**config.mk**
```make
export PLATFORM = sky130hd
export DESIGN_NAME = and_or_arbiter
export DESIGN_NICKNAME = d
export VERILOG_FILES = /design/src/rtl/and_or_arb_pkg.sv /design/src/rtl/and_or_eval.sv /design/src/rtl/and_or_arbiter.sv
export SDC_FILE = /design/constraint.sdc
export NUM_CORES = 1
export LEC_CHECK = 0
export CAP_MARGIN = 15
export CORE_MARGIN = 2
export CORE_UTILIZATION = 41
export DETAILED_ROUTE_END_ITERATION = 7
export GPL_TIMING_DRIVEN = 0
export PLACE_DENSITY = 0.82
export SLEW_MARGIN = 30
export SYNTH_ARGS = -nofsm -noshare
export SYNTH_HDL_FRONTEND = slang
export SYNTH_SLANG_ARGS = --single-unit
```
**constraint.sdc**
```tcl
create_clock -name clk -period 5.1 [get_ports clk]
set_clock_uncertainty 0.15 [all_clocks]
set_input_delay 0.51 -clock clk [delete_from_list [all_inputs] [get_ports clk]]
set_output_delay 0.51 -clock clk [all_outputs]
set_load 0.01 [all_outputs]
```
**src/rtl/and_or_arb_pkg.sv**
```systemverilog
// Shared types and the round-robin pick helper for the AND-OR arbiter.
package and_or_arb_pkg;

  typedef enum logic [1:0] {IDLE, EVAL, RESP} state_t;

  localparam int OPERAND_W = 3;
  localparam int MAX_REQ   = 16;

  typedef struct packed {
    logic       found;
    logic [3:0] idx;
  } pick_t;

  // First set bit scanning ptr+1, ptr+2, ... modulo n; ptr itself is visited last.
  function automatic pick_t rr_pick(input logic [MAX_REQ-1:0] req,
                                    input logic [3:0]         ptr,
                                    input int unsigned        n);
    pick_t       p;
    int unsigned j;
    p = '0;
    for (int unsigned k = 1; k <= MAX_REQ; k++) begin
      j = (32'(ptr) + k) % n;
      if (k <= n && !p.found && req[j[3:0]]) begin
        p.found = 1'b1;
        p.idx   = j[3:0];
      end
    end
    return p;
  endfunction

endpackage

```
**src/rtl/and_or_eval.sv**
```systemverilog
// Shared combinational evaluation unit: out = in3 | (in1 & in2), operand = {in3,in2,in1}.
module and_or_eval
  import and_or_arb_pkg::*;
(
  input  logic [OPERAND_W-1:0] i_operand,
  output logic                 o_result
);

  assign o_result = i_operand[2] | (i_operand[0] & i_operand[1]);

endmodule

```
**src/rtl/and_or_arbiter.sv**
```systemverilog
// Round-robin arbiter sharing one AND-OR evaluator between NUM_REQ requesters.
// Optional per-requester grant counters when ANDOR_ARB_STATS_EN is defined.
module and_or_arbiter
  import and_or_arb_pkg::*;
#(
  parameter  int NUM_REQ = 4,
  parameter  int STAT_W  = 16,
  localparam int ID_W    = (NUM_REQ > 1) ? $clog2(NUM_REQ) : 1
) (
  input  logic                           clk,
  input  logic                           rst_n,
  input  logic [NUM_REQ-1:0]             req_valid,
  output logic [NUM_REQ-1:0]             req_ready,
  input  logic [OPERAND_W*NUM_REQ-1:0]   req_operand,
  output logic                           rsp_valid,
  input  logic                           rsp_ready,
  output logic [ID_W-1:0]                rsp_id,
  output logic                           rsp_data,
  output logic                           busy
`ifdef ANDOR_ARB_STATS_EN
  ,
  input  logic                           stat_clear,
  output logic [NUM_REQ*STAT_W-1:0]      grant_cnt
`endif
);

  state_t                r_state, w_state_nxt;
  logic [ID_W-1:0]       r_rr_ptr, r_id, w_win;
  logic [OPERAND_W-1:0]  r_opnd, w_opnd_sel;
  logic                  r_result, w_eval_res, w_hs;
  logic [MAX_REQ-1:0]    w_req_pad;
  pick_t                 w_pick;
  logic                  w_unused_idx;

  assign w_req_pad    = MAX_REQ'(req_valid);
  assign w_pick       = rr_pick(w_req_pad, 4'(r_rr_ptr), NUM_REQ);
  assign w_win        = ID_W'(w_pick.idx);
  assign w_unused_idx = ^w_pick.idx;
  assign w_opnd_sel   = req_operand[OPERAND_W*w_win +: OPERAND_W];
  assign w_hs         = |(req_valid & req_ready);

  and_or_eval u_eval (
    .i_operand (r_opnd),
    .o_result  (w_eval_res)
  );

  always_ff @(posedge clk or negedge rst_n) begin
    if (!rst_n) r_state <= IDLE;
    else        r_state <= w_state_nxt;
  end

  // req_ready is gated by rst_n so every output reads zero while reset is held.
  always_comb begin
    w_state_nxt = r_state;
    req_ready   = '0;
    rsp_valid   = 1'b0;
    busy        = (r_state != IDLE);
    case (r_state)
      IDLE: if (w_pick.found && rst_n) begin
        req_ready[w_win] = 1'b1;
        w_state_nxt      = EVAL;
      end
      EVAL: w_state_nxt = RESP;
      RESP: begin
        rsp_valid = 1'b1;
        if (rsp_ready) w_state_nxt = IDLE;
      end
      default: w_state_nxt = IDLE;
    endcase
  end

  always_ff @(posedge clk or negedge rst_n) begin
    if (!rst_n) begin
      r_rr_ptr <= ID_W'(NUM_REQ - 1);
      r_id     <= '0;
      r_opnd   <= '0;
      r_result <= 1'b0;
    end else begin
      if (w_hs) begin
        r_opnd   <= w_opnd_sel;
        r_id     <= w_win;
        r_rr_ptr <= w_win;
      end
      if (r_state == EVAL) r_result <= w_eval_res;
    end
  end

  assign rsp_id   = r_id;
  assign rsp_data = r_result;

`ifdef ANDOR_ARB_STATS_EN
  for (genvar g = 0; g < NUM_REQ; g++) begin : g_cnt
    logic [STAT_W-1:0] r_cnt;
    // Clear has priority over a coincident grant.
    always_ff @(posedge clk or negedge rst_n) begin
      if (!rst_n)                                           r_cnt <= '0;
      else if (stat_clear)                                  r_cnt <= '0;
      else if (req_valid[g] && req_ready[g] && r_cnt != '1) r_cnt <= r_cnt + 1'b1;
    end
    assign grant_cnt[STAT_W*g +: STAT_W] = r_cnt;
  end
`else
  logic [STAT_W-1:0] w_unused_stat;
  assign w_unused_stat = '0;
`endif

endmodule

```
==> run summary, run 1 <==
Layout cells sized above 1 -> 8.602%
Hold Vio Cnt, Final -> 0
Clock latency on the worst-skew pair -> 270 ps
First-pass GRT wire length -> 2.083 mm
Crit path time final -> 3396 ps
Fin Hold WS -> 340.4 ps
Depth of the CTS H-tree -> 1
Power density over the cells -> 474.1 mW/mm²
Post-synth top area cell -> dfrtp_1
Synth Area in Adders -> 0%
CTS tree -> done
Drt drc -> 0
Synth Area in XOR/XNOR -> 0%
Yosys warns -> 0
Largest net degree at the start of global routing -> 12
DR iter-0 viols -> 9
Most common cell in the netlist -> nand2_1
Placement Rows -> 13
Highest Clock Rate -> 294.5 MHz
Register-to-register setup slack -> 3090 ps
CTS Buf Count -> 3
Main combinational cell family by area after synthesis -> simple AND/OR/NAND/NOR gates
Mux share of post-synthesis cell area -> 10.67%
Launching point of the worst reg2reg path -> r_rr_ptr[0]
Post-route ant nets -> 0
N_diodes -> 0
Layout net count -> 113
Post-CTS Resized -> 0
Slew at the pin with the worst max-slew slack -> 549.4 ps
Critical path origin -> rst_n
DR vias/cell -> 4.907
Boundary pin count -> 28
Top-area cell type share of the netlist area -> 35.56%
Startpoint types -> primary input
Max Cap Viol -> 0
HP Class -> flip-flop to flip-flop
Tot Pwr -> 416.4 µW
CP Capture Type -> primary output
Critical path class -> primary input to primary output
Die Area -> 0.001686 mm²
Crit path required time -> 4440 ps
Vias in the first global route -> 504
RSZ-0062 raised after global routing -> false
Pleak -> 0.0004015 µW
Clk pin slew, worst setup/hold paths -> 60 ps
Post-route clock period utilization -> 66.59%
Mapped Avg Cell Area -> 9.081 µm²
Final instance area -> 878.3 µm²
Synth Instances -> 62
Die width -> 41.06 µm
Root Driver -> clkbuf_4
Total wire length -> 1.306 mm
GR Util All Layers -> 19.98%
Data arrival, critical path -> 2740 ps
Synthesized area -> 563.0 µm²
RePlAce Congestion -> 0.7225
Drt wl/cell -> 12.09 µm
Post-synth EDFFs -> 0
Gr ovfl total -> 0
Ranking of synthesized cells by area -> dfrtp_1 (36%), mux2i_1 (11%), dfstp_2 (9.3%)
Cells on worst reg2reg path -> 5
Synth async-reset ratio -> 100.0%
Reg2Reg Capture Point -> r_opnd[0]
Post-synthesis sequential area ratio -> 44.89%
Status -> completed
Placed inst area -> 852.1 µm²
Via count -> 530
Hold_buf cts -> 0
Starting Density -> 43.82%
Simple-gate portion of the synthesized area -> 20.22%
Commonest cells post-synth -> nand2_1 (11), dfrtp_1 (8), mux2i_1 (6), nor2_1 (6)
Final HPWL DP -> 1.069 mm
Final setup viols -> 0
Setup_tns -> 0 ps
Initial antenna violation count -> 0
Syn nets -> 81
CP Capture Point -> req_ready[2]
Post-synthesis compound-gate area fraction -> 20.22%
Worst IR drop on VDD -> 0.2996 mV
CP max FO -> 11
Area growth syn-to-layout -> 56.00%
Fin. max-slew vios -> 0
Synth Register Bits -> 10
Main synth FF type -> dfrtp_1
I/O Buffers -> 27
Slew headroom -> 63.26%
Cell variety after synth -> 20
DR pass1 iterations -> 5
Setup Buffers After CTS -> 0
CTS sink count -> 10
Die height -> 41.06 µm
Clk buf depth -> 2
Core area -> 0.001285 mm²
worst min path at each step:
stage | end | start | depth (start not counted) | slack (ps)
finish | r_opnd[2] | r_opnd[2] | 2 | 340
CTS | rsp_id[1] | rsp_id[1] | 2 | 340
detailed placement | rsp_id[1] | rsp_id[1] | 2 | 320
global route | r_rr_ptr[1] | r_rr_ptr[1] | 2 | 360
global placement | rsp_id[1] | rsp_id[1] | 2 | 320
floorplan | r_opnd[0] | rst_n | 0 | 60
logic make-up after synthesis:
logic type,after synthesis
and+or+nand+nor,25
AOI/OAI and AO/OA,15
DFF,10
muxes,6
buffers and inverters,6
layout make-up:
cell class,instances,area (µm²)
Clock buffer,4,26.28
Tap cell,15,18.77
Multi-Input combinational cell,46,287.8
Timing Repair Buffer,27,270.3
Sequential cell,10,252.7
Inverter,6,22.52
Fill cell,108,406.6
cell usage in the layout (no fill, tap or decap):
cell	count
a211oi_4	1
a21boi_0	1
a21o_1	1
a21oi_1	4
a22o_1	1
clkbuf_1	1
clkbuf_4	3
clkdlybuf4s50_1	27
dfrtp_1	8
dfstp_2	2
inv_1	4
inv_2	2
mux2i_1	6
nand2_1	11
nand2b_1	4
nor2_1	6
nor3_1	2
nor3b_1	1
o21a_1	1
o21ai_0	2
o221ai_1	3
o22ai_1	1
or2b_1	1
layer usage:
metal	vias to the layer above	part of all wire, %	track usage, %
met1	233	39	22.56
met2	19	54	33.59
met3	3	5.7	3.261
met5	-	0	0
met4	0	1.7	14.17
li1	275	-	-
report_power, final:
group	internal, µW	leakage [µW]	switching (µW)
clock	30.3	0.0000150	28.1
combinational	111	0.000267	100
sequential	122	0.000120	25.1
total	263	0.000401	153
critical path, cell delays in order:
cell and delay (ps):
clkdlybuf4s50_1 750, nand2_1 170, a21o_1 260, inv_1 150, nand2_1 170, nor2_1 150
clkdlybuf4s50_1 580
sequential cells by signal, indices dropped and copies added, names as in the netlist:
register and cells:
r_opnd 3, r_rr_ptr 2, r_state 2, rsp_data 1, rsp_id 2
metrics by stage:
stage | std cells | util [%] | setup slack, ps
global route | 108 | 68.35 | 1494
detailed placement | 104 | 66.31 | 1668
floorplan | 62 | - | 2891
finish | 108 | 68.35 | 1704
global placement | 104 | 66.31 | 1742
CTS | 108 | 68.35 | 1666
No activity file was read; power rests on OpenSTA's default activity.
==> run 2: changes to the inputs <==
--- a/config.mk
+++ b/config.mk
@@ -7,10 +7,10 @@
 export LEC_CHECK = 0
 export CAP_MARGIN = 15
 export CORE_MARGIN = 2
-export CORE_UTILIZATION = 41
+export CORE_UTILIZATION = 38
 export DETAILED_ROUTE_END_ITERATION = 7
 export GPL_TIMING_DRIVEN = 0
-export PLACE_DENSITY = 0.82
+export PLACE_DENSITY = 0.76
 export SLEW_MARGIN = 30
 export SYNTH_ARGS = -nofsm -noshare
 export SYNTH_HDL_FRONTEND = slang
==> constraint.sdc (replaced) <==
create_clock -name clk -period 3.45 [get_ports clk]
set_clock_uncertainty 0.15 [all_clocks]
set_input_delay 0.345 -clock clk [delete_from_list [all_inputs] [get_ports clk]]
set_output_delay 0.345 -clock clk [all_outputs]
set_load 0.01 [all_outputs]
==> run summary, run 2 (synthesis results as in run 1) <==
Status -> completed
Switch share -> 36.06%
Starting Density -> 41.71%
Largest register FFs -> 3
Drt drc -> 0
Area growth syn-to-layout -> 56.00%
Layout net count -> 113
Die height -> 42.49 µm
CTS Buf Count -> 3
Worst IR drop on VDD -> 0.4869 mV
Most frequent cells in the layout -> clkdlybuf4s50_1 (27), nand2_1 (11), dfrtp_1 (8)
Depth of the CTS H-tree -> 1
Post-route clock period utilization -> 87.27%
Slew headroom -> 61.69%
Core area -> 0.001350 mm²
Most common cell after layout, fill and taps aside -> clkdlybuf4s50_1
Drt wl/cell -> 11.64 µm
Initial antenna violation count -> 0
Util after Layout -> 65.06%
Gr ovfl total -> 0
Root Driver -> clkbuf_4
Reg2Reg Capture Point -> r_opnd[2]
Share of power burned in registers -> 35.5%
First-pass GRT wire length -> 2.194 mm
Crit path required time -> 2950 ps
Setup Buffers After CTS -> 0
Placement Rows -> 13
Final HPWL DP -> 1.025 mm
I/O Buffers -> 27
Layout fillers -> 121
RSZ-0062 raised after global routing -> false
DR pass1 iterations -> 3
Hold_buf cts -> 0
Comb power frac -> 51.1%
Crit path time final -> 3011 ps
DR vias/cell -> 5.028
Boundary pin count -> 28
Total wire length -> 1.257 mm
Setup_tns -> 0 ps
Vias in the first global route -> 557
Clk buf depth -> 2
DR iter-0 viols -> 5
RePlAce Congestion -> 0.7296
Fin Hold WS -> 247.0 ps
GR Util All Layers -> 16.56%
Max Cap Viol -> 0
Startpoint types -> primary input
Clk pin slew, worst setup/hold paths -> 60 ps
Largest net degree at the start of global routing -> 12
Pint -> 388.6 µW
Highest Clock Rate -> 332.1 MHz
Clk pwr share -> 13.4%
Fin. max-slew vios -> 0
Critical path class -> primary input to primary output
Power density over the cells -> 692.0 mW/mm²
CP max FO -> 11
Launching point of the worst reg2reg path -> r_rr_ptr[0]
Hold Vio Cnt, Final -> 0
Sw Pwr -> 219.2 µW
Register-to-register setup slack -> 1420 ps
Largest Register -> r_opnd
CTS sink count -> 10
Data arrival, critical path -> 2520 ps
Pleak -> 0.0004015 µW
Post-CTS Resized -> 0
Post-route ant nets -> 0
Cells on worst reg2reg path -> 5
HP Class -> primary input to async pin
Final setup viols -> 0
Via count -> 543
Slew at the pin with the worst max-slew slack -> 572.8 ps
Layout cells sized above 1 -> 8.602%
N_diodes -> 0
Die Area -> 0.001805 mm²
CTS tree -> done
Clock latency on the worst-skew pair -> 260 ps
CP Capture Type -> primary output
Die width -> 42.49 µm
-- run 2: cell counts in the layout (fill, tap and decap cells not counted) --
Identical to the previous run, type by type.
-- run 2: cell type report --
type	count	area, µm²	area share (%)
flip-flops and latches	10	252.7	28.77
multi-input cells	46	287.8	32.76
well taps	15	18.77	2.137
inverters	6	22.52	2.564
repair buffers	27	270.3	30.77
clock buffers	4	26.28	2.991
-- run 2: power groups by stage --
stage / Clock, µW / Sequential, µW / Combinational, µW
6_report: 81.4 / 216 / 311
2_1_floorplan: 0 / 220 / 177
4_1_cts: 84.9 / 216 / 316
5_1_grt: 92.7 / 223 / 349
3_3_place_gp: 0 / 215 / 309
3_5_place_dp: 0 / 217 / 314
-- run 2: metrics by stage --
step	worst slack, ps	cell area [µm²]	std cells	power [µW]
floorplan	1406	563.0	62	396.6
global placement	375.1	852.1	104	523.4
finish	439.3	878.3	108	607.8
CTS	418.0	878.3	108	617.4
global route	162.9	878.3	108	664.1
detailed placement	414.1	852.1	104	531.9
-- run 2: worst max-delay path: stages --
cell and delay, ps:
clkdlybuf4s50_1 750, nand2_1 180, a21o_1 260, inv_1 150
nand2_1 160, nor2_1 130, clkdlybuf4s50_1 540
-- run 2: worst max path at each step --
stage	start	to	slack, ps	cells after the start
after global routing	rst_n	req_ready[2]	160	7
after global placement	rst_n	req_ready[2]	380	7
after detailed placement	rst_n	req_ready[2]	410	7
after floorplan	r_rr_ptr[0]	req_ready[0]	1410	5
after CTS	rst_n	req_ready[2]	420	7
final	rst_n	req_ready[2]	440	7
-- run 2: layer usage --
layer  track usage, %  vias to the layer above  part of all wire, %  wire [µm]
met5                0                        -                    0          0
met4            9.375                        0                  1.9         24
met3            6.897                        5                  5.1         64
met2            28.31                       18                   53        665
met1            16.76                      242                   40        502
li1                 -                      278                    -          -
==> run 3: changes to the inputs <==
--- a/config.mk
+++ b/config.mk
@@ -14,4 +14,5 @@
 export SLEW_MARGIN = 30
 export SYNTH_ARGS = -nofsm -noshare
 export SYNTH_HDL_FRONTEND = slang
+export SYNTH_HIERARCHICAL = 1
 export SYNTH_SLANG_ARGS = --single-unit
==> run summary, run 3 <==
Layout fillers -> 121
Crit path time final -> 3078 ps
Starting Density -> 42.17%
Post-synth top area cell -> dfrtp_1
Largest register FFs -> 3
Largest net degree at the start of global routing -> 12
Syn nets -> 81
Status -> completed
CP max FO -> 11
Pint -> 400.5 µW
Worst stage delay on the critical path -> 760 ps
Power density over the cells -> 701.1 mW/mm²
Pleak -> 0.0004144 µW
Register-to-register setup slack -> 1590 ps
Die width -> 42.71 µm
Placement Rows -> 13
N_diodes -> 0
DR pass1 iterations -> 4
Launching point of the worst reg2reg path -> r_rr_ptr[1]
Initial antenna violation count -> 0
Sequential cell area -> 252.7 µm²
Clk pwr share -> 13.6%
Most common cell after layout, fill and taps aside -> clkdlybuf4s50_1
Layout cells sized above 1 -> 8.602%
Boundary pin count -> 28
CTS Buf Count -> 3
Most frequent cells in the layout -> clkdlybuf4s50_1 (27), nand2_1 (12), dfrtp_1 (8)
Synth async-reset ratio -> 100.0%
Hold Vio Cnt, Final -> 0
Ranking of synthesized cells by area -> dfrtp_1 (35%), mux2i_1 (12%), dfstp_2 (9.2%)
First-pass GRT wire length -> 2.311 mm
Vias in the first global route -> 582
Critical path origin -> rst_n
I/O Buffers -> 27
GR Layer Usage met3 -> 7.660%
Most common cell in the netlist -> nand2_1
CP Capture Point -> req_ready[3]
Synth Instances -> 62
Top-area cell type share of the netlist area -> 35.16%
Reg2Reg Capture Point -> r_opnd[1]
Cell variety after synth -> 21
Synth Register Bits -> 10
CP Buf/Inv Count -> 3
Worst IR drop on VDD -> 0.5646 mV
Sw Pwr -> 219.7 µW
Fin Hold WS -> 247.4 ps
Data arrival, critical path -> 2580 ps
Max Cap Viol -> 0
Die Area -> 0.001824 mm²
Gr ovfl total -> 0
Core area -> 0.001350 mm²
CTS tree -> done
GR Util All Layers -> 17.45%
HP Class -> primary input to async pin
Slew at the pin with the worst max-slew slack -> 463.4 ps
Final setup viols -> 0
Post-synth EDFFs -> 0
Slew headroom -> 69.01%
Cells on worst reg2reg path -> 6
Comb power frac -> 52.6%
Largest Register -> r_opnd
Post-route ant nets -> 0
Post-CTS Resized -> 0
Footprint of the multi-input gates -> 285.3 µm²
Yosys warns -> 6
Highest Clock Rate -> 324.9 MHz
Switch share -> 35.43%
Setup_tns -> 0 ps
Commonest cells post-synth -> nand2_1 (12), dfrtp_1 (8), mux2i_1 (7)
Fin. max-slew vios -> 0
Top cell by count, worst path -> clkdlybuf4s50_1
Via count -> 561
CTS sink count -> 10
RSZ-0062 raised after global routing -> false
GR peak layer -> met2
Crit path cell chain -> clkdlybuf4s50_1 > nand3_1 > inv_1 > nand2_1 > nor2_1 > clkdlybuf4s50_1
CP Capture Type -> primary output
Post-route clock period utilization -> 89.22%
Hold_buf cts -> 0
Clock latency on the worst-skew pair -> 260 ps
Met1 global-route usage -> 17.11%
Clk buf depth -> 2
Root Driver -> clkbuf_4
Post-synthesis sequential area ratio -> 44.40%
Depth of the CTS H-tree -> 1
Die height -> 42.71 µm
DR vias/cell -> 5.194
Layout net count -> 113
Synthesized area -> 569.3 µm²
Slowest-stage cell, CP -> clkdlybuf4s50_1
Clk pin slew, worst setup/hold paths -> 70 ps
Main synth FF type -> dfrtp_1
Drt drc -> 0
RePlAce Congestion -> 0.7339
Critical path class -> primary input to primary output
Final HPWL DP -> 1.083 mm
Crit-path leading delay family -> buffers and inverters
CP Depth -> 6
Crit path required time -> 2950 ps
Drt wl/cell -> 12.41 µm
Mapped Avg Cell Area -> 9.182 µm²
Area growth syn-to-layout -> 55.38%
Setup Buffers After CTS -> 0
Total wire length -> 1.340 mm
Startpoint types -> primary input
Share of power burned in registers -> 33.8%
M2 GR Usage -> 32.12%
DR iter-0 viols -> 4
## run 3: power by group through the flow
stage / Combinational [µW] / Clock [µW] / Sequential (µW)
floorplan: 190 / 0 / 213
global placement: 324 / 0 / 208
detailed placement: 328 / 0 / 213
CTS: 329 / 87.7 / 211
global route: 358 / 97.8 / 218
finish: 326 / 84.1 / 210
## run 3: worst reg2reg max path, cell delays in order, from the launching register on
cell and delay [ps]:
dfstp_2 510, buf_2 170, nand2_1 70, a311o_1 390, buf_6 160, mux2i_1 140
o221ai_1 140
## run 3: stage by stage
stage | util (%) | total power [µW] | setup WS, ps | cells | instance area, µm²
detailed placement | 63.58 | 540.1 | 345.8 | 104 | 858.3
global placement | 63.58 | 531.3 | 362.9 | 104 | 858.3
global route | 65.52 | 673.3 | 71.76 | 108 | 884.6
finish | 65.52 | 620.2 | 372.0 | 108 | 884.6
CTS | 65.52 | 627.6 | 328.2 | 108 | 884.6
floorplan | - | 403.5 | 1432 | 62 | 569.3
## run 3: final cells by class
| cell class | instances | area share, % |
|---|---|---|
| buffer | 2 | 1.839 |
| inverter | 4 | 1.697 |
| timing repair buffer | 27 | 30.55 |
| clock buffer | 4 | 2.970 |
| sequential | 10 | 28.57 |
| tap | 15 | 2.122 |
| multi-input combinational | 46 | 32.25 |
## run 3: how the worst min path moves through the flow
stage / startpoint / endpoint / slack [ps]
floorplan: rst_n / r_opnd[0] / -100
global placement: rsp_id[1] / rsp_id[1] / 310
detailed placement: rsp_id[0] / rsp_id[0] / 320
CTS: rst_n / r_opnd[1] / 250
global route: rst_n / r_opnd[1] / 280
finish: rst_n / rsp_id[0] / 250
## run 3: routing by layer
metal / wire, µm / vias up
met5: 0 / -
met1: 585 / 256
met2: 674 / 25
met3: 64 / 2
met4: 14 / 0
li1: - / 278
## run 3: kinds of logic (layout without fill, tap and decap cells)
| logic type | Yosys count | count (layout) | synth area share [%] |
|---|---|---|---|
| AND/OR/NAND/NOR | 26 | 26 | 20.44 |
| AO/OA/AOI/OAI | 12 | 12 | 15.38 |
| flip-flops | 10 | 10 | 44.40 |
| multiplexers | 8 | 8 | 14.29 |
| buffers and inverters | 6 | 37 | 5.493 |
